`config.mk`:
```
export PLATFORM = sky130hd
export DESIGN_NAME = i2c_lpc_reg_arbiter
export DESIGN_NICKNAME = d
export VERILOG_FILES = /design/src/rtl/i2c_arb_pkg.sv /design/src/rtl/i2c_arb_lock_timer.sv /design/src/rtl/i2c_lpc_reg_arbiter.sv
export SDC_FILE = /design/constraint.sdc
export NUM_CORES = 1
export LEC_CHECK = 0
export CAP_MARGIN = 30
export CORE_UTILIZATION = 45
export CTS_CLUSTER_DIAMETER = 100
export DETAILED_ROUTE_END_ITERATION = 12
export PLACE_DENSITY = 0.83
export SYNTH_ARGS = -nofsm -noshare
export SYNTH_HDL_FRONTEND = slang
export SYNTH_SLANG_ARGS = --single-unit
```
`constraint.sdc`:
```
create_clock -name CPLD_25M_CLK -period 4 [get_ports CPLD_25M_CLK]
set_clock_uncertainty 0.2 [all_clocks]
set_input_delay 0.4 -clock CPLD_25M_CLK [delete_from_list [all_inputs] [get_ports CPLD_25M_CLK]]
set_output_delay 0.4 -clock CPLD_25M_CLK [all_outputs]
set_load 0.03 [all_outputs]
```
`src/rtl/i2c_arb_pkg.sv`:
```
// Shared types and helpers for the I2C/LPC register-bank bus arbiter.
package i2c_arb_pkg;

   typedef enum logic [1:0] {
      StIdle,
      StAccess,
      StDone,
      StReject
   } arb_state_e;

   localparam logic [1:0] OWN_NONE = 2'b00;
   localparam logic [1:0] OWN_I2C  = 2'b01;
   localparam logic [1:0] OWN_LPC  = 2'b10;

   localparam logic [7:0] RD_ERR_DATA = 8'hFF;

   function automatic logic onehot16(input logic [15:0] v);
      return (v != 16'd0) && ((v & (v - 16'd1)) == 16'd0);
   endfunction

endpackage

```
`src/rtl/i2c_arb_lock_timer.sv`:
```
// Bounds how long an I2C multi-byte lock may hold off a pending LPC request.
// Instantiated only when I2C_ARB_LOCK_EN is defined.
module i2c_arb_lock_timer #(
   parameter int unsigned LOCK_TMO = 25000
) (
   input  logic clk_i,
   input  logic rst_i,
   input  logic lock_i,
   input  logic owner_i2c_i,
   input  logic lpc_req_i,
   output logic block_o,
   output logic tmo_o
);

   logic [31:0] cnt_q;
   logic        ignore_q;
   logic        tmo_q;
   logic        lock_active;

   // Once timed out, the lock stays ineffective until i2c_lock is released.
   assign lock_active = lock_i && owner_i2c_i && !ignore_q;
   assign block_o     = lock_active;
   assign tmo_o       = tmo_q;

   always_ff @(posedge clk_i or posedge rst_i) begin
      if (rst_i) begin
         cnt_q    <= 32'd0;
         ignore_q <= 1'b0;
         tmo_q    <= 1'b0;
      end else if (!lock_i) begin
         cnt_q    <= 32'd0;
         ignore_q <= 1'b0;
      end else if (lock_active && lpc_req_i) begin
         if (cnt_q == 32'(LOCK_TMO - 1)) begin
            cnt_q    <= 32'd0;
            ignore_q <= 1'b1;
            tmo_q    <= 1'b1;
         end else begin
            cnt_q <= cnt_q + 32'd1;
         end
      end
   end

endmodule

```
`src/rtl/i2c_lpc_reg_arbiter.sv`:
```
// Round-robin arbiter sharing the I2C1 register-bank bus between the I2C slave and LPC host.
// Optional I2C lock with timeout is enabled by defining I2C_ARB_LOCK_EN.
module i2c_lpc_reg_arbiter
   import i2c_arb_pkg::*;
#(
   parameter int unsigned RD_LAT   = 1,
   parameter int unsigned LOCK_TMO = 25000
) (
   input  logic        CPLD_25M_CLK,
   input  logic        rst,
   input  logic        i2c_req,
   input  logic        i2c_rd_wr,
   input  logic [15:0] i2c_port_cs,
   input  logic [15:0] i2c_offset_sel,
   input  logic [7:0]  i2c_wdata,
   input  logic        i2c_lock,
   output logic        i2c_ack,
   output logic [7:0]  i2c_rdata,
   input  logic        lpc_req,
   input  logic        lpc_rd_wr,
   input  logic [15:0] lpc_port_cs,
   input  logic [15:0] lpc_offset_sel,
   input  logic [7:0]  lpc_wdata,
   output logic        lpc_ack,
   output logic [7:0]  lpc_rdata,
   output logic        rd_wr,
   output logic [15:0] port_cs,
   output logic [15:0] offset_sel,
   output logic [7:0]  wdata,
   input  logic [7:0]  bus_rdata,
   output logic [1:0]  owner,
   output logic [7:0]  err_cnt,
   output logic        lock_tmo
);

   localparam int unsigned CntW = (RD_LAT > 1) ? $clog2(RD_LAT) : 1;

   arb_state_e  state_q;
   logic [1:0]  owner_q, last_owner_q;
   logic [CntW-1:0] lat_cnt_q;
   logic        i2c_ack_q, lpc_ack_q;
   logic [7:0]  i2c_rdata_q, lpc_rdata_q;
   logic        rd_wr_q;
   logic [15:0] port_cs_q, offset_sel_q;
   logic [7:0]  wdata_q;
   logic [7:0]  err_cnt_q;

   logic        lpc_block;
   logic        lpc_pend, grant_i2c, grant_lpc;
   logic        sel_rd_wr;
   logic [15:0] sel_cs, sel_off;
   logic [7:0]  sel_wdata;

`ifdef I2C_ARB_LOCK_EN
   i2c_arb_lock_timer #(
      .LOCK_TMO(LOCK_TMO)
   ) u_lock_timer (
      .clk_i       (CPLD_25M_CLK),
      .rst_i       (rst),
      .lock_i      (i2c_lock),
      .owner_i2c_i (last_owner_q == OWN_I2C),
      .lpc_req_i   (lpc_req),
      .block_o     (lpc_block),
      .tmo_o       (lock_tmo)
   );
`else
   logic unused_lock_cfg;
   assign unused_lock_cfg = i2c_lock ^ (LOCK_TMO == 0);
   assign lpc_block = 1'b0;
   assign lock_tmo  = 1'b0;
`endif

   // On a tie the requester that did not own the bus last wins.
   assign lpc_pend  = lpc_req && !lpc_block;
   assign grant_i2c = i2c_req && (!lpc_pend || (last_owner_q == OWN_LPC));
   assign grant_lpc = lpc_pend && !grant_i2c;

   assign sel_rd_wr = grant_lpc ? lpc_rd_wr      : i2c_rd_wr;
   assign sel_cs    = grant_lpc ? lpc_port_cs    : i2c_port_cs;
   assign sel_off   = grant_lpc ? lpc_offset_sel : i2c_offset_sel;
   assign sel_wdata = grant_lpc ? lpc_wdata      : i2c_wdata;

   always_ff @(posedge CPLD_25M_CLK or posedge rst) begin
      if (rst) begin
         state_q      <= StIdle;
         owner_q      <= OWN_NONE;
         last_owner_q <= OWN_LPC;
         lat_cnt_q    <= '0;
         i2c_ack_q    <= 1'b0;
         lpc_ack_q    <= 1'b0;
         i2c_rdata_q  <= 8'h00;
         lpc_rdata_q  <= 8'h00;
         rd_wr_q      <= 1'b0;
         port_cs_q    <= 16'd0;
         offset_sel_q <= 16'd0;
         wdata_q      <= 8'h00;
         err_cnt_q    <= 8'h00;
      end else begin
         i2c_ack_q <= 1'b0;
         lpc_ack_q <= 1'b0;
         unique case (state_q)
            StIdle: begin
               if (grant_i2c || grant_lpc) begin
                  owner_q <= grant_i2c ? OWN_I2C : OWN_LPC;
                  if (onehot16(sel_cs) && onehot16(sel_off)) begin
                     state_q      <= StAccess;
                     rd_wr_q      <= sel_rd_wr;
                     port_cs_q    <= sel_cs;
                     offset_sel_q <= sel_off;
                     wdata_q      <= sel_wdata;
                     lat_cnt_q    <= CntW'(RD_LAT - 1);
                  end else begin
                     // Malformed select: answer with error data, never touch the banks.
                     state_q <= StReject;
                     if (grant_i2c) begin
                        i2c_ack_q   <= 1'b1;
                        i2c_rdata_q <= RD_ERR_DATA;
                     end else begin
                        lpc_ack_q   <= 1'b1;
                        lpc_rdata_q <= RD_ERR_DATA;
                     end
                     if (err_cnt_q != 8'hFF) err_cnt_q <= err_cnt_q + 8'd1;
                  end
               end
            end
            StAccess: begin
               if (lat_cnt_q == '0) begin
                  state_q      <= StDone;
                  rd_wr_q      <= 1'b0;
                  port_cs_q    <= 16'd0;
                  offset_sel_q <= 16'd0;
                  if (owner_q == OWN_I2C) begin
                     i2c_ack_q <= 1'b1;
                     if (!rd_wr_q) i2c_rdata_q <= bus_rdata;
                  end else begin
                     lpc_ack_q <= 1'b1;
                     if (!rd_wr_q) lpc_rdata_q <= bus_rdata;
                  end
               end else begin
                  lat_cnt_q <= lat_cnt_q - CntW'(1);
               end
            end
            StDone, StReject: begin
               state_q      <= StIdle;
               last_owner_q <= owner_q;
               owner_q      <= OWN_NONE;
            end
            default: state_q <= StIdle;
         endcase
      end
   end

   assign i2c_ack    = i2c_ack_q;
   assign lpc_ack    = lpc_ack_q;
   assign i2c_rdata  = i2c_rdata_q;
   assign lpc_rdata  = lpc_rdata_q;
   assign rd_wr      = rd_wr_q;
   assign port_cs    = port_cs_q;
   assign offset_sel = offset_sel_q;
   assign wdata      = wdata_q;
   assign owner      = owner_q;
   assign err_cnt    = err_cnt_q;

endmodule

```
==> results by stage <==
Outcome:
- The run finished with clean final reports.

Die:
- The core footprint is about 9200 sq um.
- The I/O pin count is approximately 170.
- The die covers roughly 10000 sq um.
- The die is approximately 100 microns tall.
- The floorplan has 35 rows.
- In this run the horizontal extent of the chip is 99.8 microns.
- The initial utilization of the core area, before any placement, comes to 0.466.

Timing:
- Hold is met by around 0.29 ns.
- The post-route minimum period is between 3 and 4 ns.
- The total negative slack is 0 ns.
- Setup violations remaining at the end of the flow were counted as 0.
- The maximum clock frequency is ~280 MHz.
- Setup repair after global routing left no endpoint under its margin.
- At the pin with the least slew margin, the transition time is 0.928 ns.
- The period utilization is 0.895.
- The worst pin sits at a relative slew slack of 0.382.
- The count of final max-slew check failures is 0.
- The final-report hold violation count is 0.

Clocking:
- The source-to-sink clock delay at the later pin of the worst-skew pair is between 0.3 and 0.4 ns.
- The tree is rooted in a clkbuf_8.
- The number of buffers on the longest clock path is 2.
- The number of sinks driven by the clock tree is 73.
- The number of H-tree branching levels is 3.
- In this run, CTS created clock tree buffers numbering 9.
- After clock tree synthesis, the clock-pin slew on the worst setup and hold paths is 0.07 ns.
- The number of gates resized after cts is 0.
- Post-CTS timing repair inserted 0 buffers for setup.
- TritonCTS built the clock tree.
- Hold repair after CTS inserted 0 buffers.

Worst setup path:
- Along the worst path, the maximum fanout reaches 24.
- The top cell family by delay on the critical path is simple AND/OR/NAND/NOR gates.
- The critical path goes through clkdlybuf4s50_1 > or4_1 > nor4_1 > nand2_1 > o311ai_0 > and4b_1 > nand3_1 > nor3_4 > buf_12 > buf_12 > mux2i_1.
- On the critical path, the stage with the largest delay is an instance of or4_1.
- The startpoint class of the critical path is a primary input.
- In this design, the critical path's most frequently occurring cell is buf_12.
- The type of element capturing the critical path is a register.
- The worst setup path is of the primary input to register kind.
- The count of buffering cells on the critical path with inverters included is 3.
- On the worst path, the slowest cell contributes a delay of about 0.60 ns.
- The data required time of the worst path is 4.05 ns.
- For the worst setup path, the data arrival time is ~3.6 ns.

Pwr:
- The power density of the placed cells is between 400 and 500 nW/um^2.
- The maximum ir drop on the vdd rail is 0.308 mV.
- In this run the static leakage power is approximately 0.0026 uW.

Synth:
- Synthesis inferred 73 register bits.
- dfrtp_1 takes more of the synthesized area than any other cell.
- Ranked by total cell area, the synthesized netlist is headed by dfrtp_1 42%, mux2i_1 15%, nand2_1 6.8%.
- Yosys mapped a number of flops with a built-in enable equal to 0.
- Among all flip-flop cells after synthesis, the most frequent one is dfrtp_1.
- Counting flops with an async set or reset pin after synthesis yields a share of 1.00.
- The number of library cell types mapped by synthesis is 55.
- The number of nets in the synthesized netlist is approximately 570.
- The proportion of netlist area held by the largest area contributor is 0.418.
- The gate count of the mapped netlist is 470.
- During synthesis, Yosys emitted a total of 0 warnings.
- Of the synthesized area, sequential elements account for 0.424.
- Summing every instance area after synthesis gives approximately 4300 sq um.
- The average cell area after synthesis is a little over 9 sq um.

Route:
- The detailed router used layers up to and including met4.
- The routed layout has roughly 4300 vias.
- The first-pass detailed-route iteration total is 5.
- The routed length on met3 is around 870 microns.
- The count of nets left with antenna violations once routing finished came out at 0.
- After detailed routing, the number of remaining DRC violations is 0.
- The total met2 wirelength after detailed routing is ~6.5 mm.
- After detailed routing, the total wire length is 13.3 mm.
- For this block, the initial DRC count from the detailed router was about 200.
- In the final routed layout, each cell accounts on average for about 17 microns.
- The detail-routed via count per cell is between 5 and 6.
- The routed length on met1 is around 5.7 mm.

Flow run:
- The total of max-cap violations is 0.

GRT:
- Entering global routing, the biggest net connects 74 pins.
- The first global-routing pass estimated around 22 mm of wire.
- The total overflow reported by the global router is 0.
- The number of global-route vias before repair is around 4400.
- Across every metal layer, demand over resource in global routing totals 0.276.
- The initial antenna violation count is 0.

Placement:
- The wire-length estimate of the detail-placed layout is around 10 mm.
- The weighted congestion at the end of routability-driven global placement is around 0.92.
- The quantity of I/O buffers inserted on ports is 162.

Hold path:
- The worst hold path belongs to the class register to register.

Layout:
- The antenna diode count is 0.
- Relative to the synthesized area, the layout overhead comes to 48.7%.
- In the final layout, the share of cells above drive strength 1 is 0.0744.
- The number of nets in the layout is approximately 740.
[power by group]
group	internal [uW]	leakage, uW	switching [uW]	total (uW)
clock network	417	0.000113	291	708
logic	490	0.00159	677	1170
registers	874	0.000927	101	975
[metal layers]
layer	up-vias	track usage
met2	204	0.471
met4	0	0.104
met1	2055	0.356
li1	2050	-
met3	30	0.0404
met5	-	0
[state kept, by name, summed over array words and instances, names as in the netlist]
name / count
lpc_rdata: 8
i2c_ack: 1
i2c_rdata: 8
rd_wr: 1
state_q: 2
last_owner_q: 2
owner: 2
offset_sel: 16
err_cnt: 8
lpc_ack: 1
wdata: 8
port_cs: 16
[final timing paths]
| kind | from | to | slack, ns | cells after the start |
|---|---|---|---|---|
| setup / recovery | i2c_offset_sel[0] | offset_sel[10] | 0.42 | 11 |
| hold / removal | wdata[2] | wdata[2] | 0.29 | 1 |
| setup reg to reg | last_owner_q[1] | offset_sel[10] | 0.64 | 11 |
| hold reg to reg | wdata[2] | wdata[2] | 0.29 | 1 |
| max in group asynchronous | rst | err_cnt[0] | 2.51 | 3 |
| min in group asynchronous | rst | i2c_rdata[7] | 0.49 | 3 |
[cells in the final DEF (no fill, tap or decap), drive strengths merged, types with 11 or more instances in the layout]
master / n
a21oi: 22
buf: 20
clkdlybuf4s50: 162
dfrtp: 72
mux2: 11
mux2i: 66
nand2: 78
nand3: 12
nor2: 51
nor3: 12
o21ai: 20
[Yosys cell counts, drive strengths merged (3+ instances only)]
master,number
a2111oi,4
a21oi,22
a22oi,4
and3,6
buf,10
clkbuf,13
dfrtp,72
inv,6
mux2,11
mux2i,66
nand2,78
nand3,12
nand4,7
nor2,51
nor3,12
nor4,7
o211ai,5
o21ai,20
o311ai,4
o31ai,5
or2,3
or3,3
or4,9
xnor2,7
[per-stage QoR]
stage	power [uW]	setup slack [ns]	cell area [sq um]	util	cells
2_1_floorplan	1660	0.933	4310	-	470
3_3_place_gp	2110	0.168	6160	0.667	758
3_5_place_dp	2150	0.0917	6160	0.667	758
4_1_cts	2860	0.458	6400	0.693	774
5_1_grt	3010	0.219	6400	0.693	774
6_report	2850	0.422	6400	0.693	774
[kinds of logic (layout without fill, tap and decap cells)]
family          after synthesis  after routing  synth area share
compound gates               84             84             0.132
xor+xnor                      7              7            0.0142
fa+ha+maj                     1              1           0.00290
buf+inv                      29            204            0.0311
flops                        73             73             0.424
mux                          77             77             0.182
other cells                   1              1          0.000870
simple gates                198            198             0.212
[area by class of cell]
type | instances | area, sq um
fillers | 726 | 2840
multi-input cells | 368 | 2350
flip-flops and latches | 73 | 1830
repair buffers | 182 | 1800
well taps | 129 | 161
clock buffers | 10 | 128
clock inverters | 6 | 114
inverters | 6 | 22.5
(Power assumes the default switching activity.)
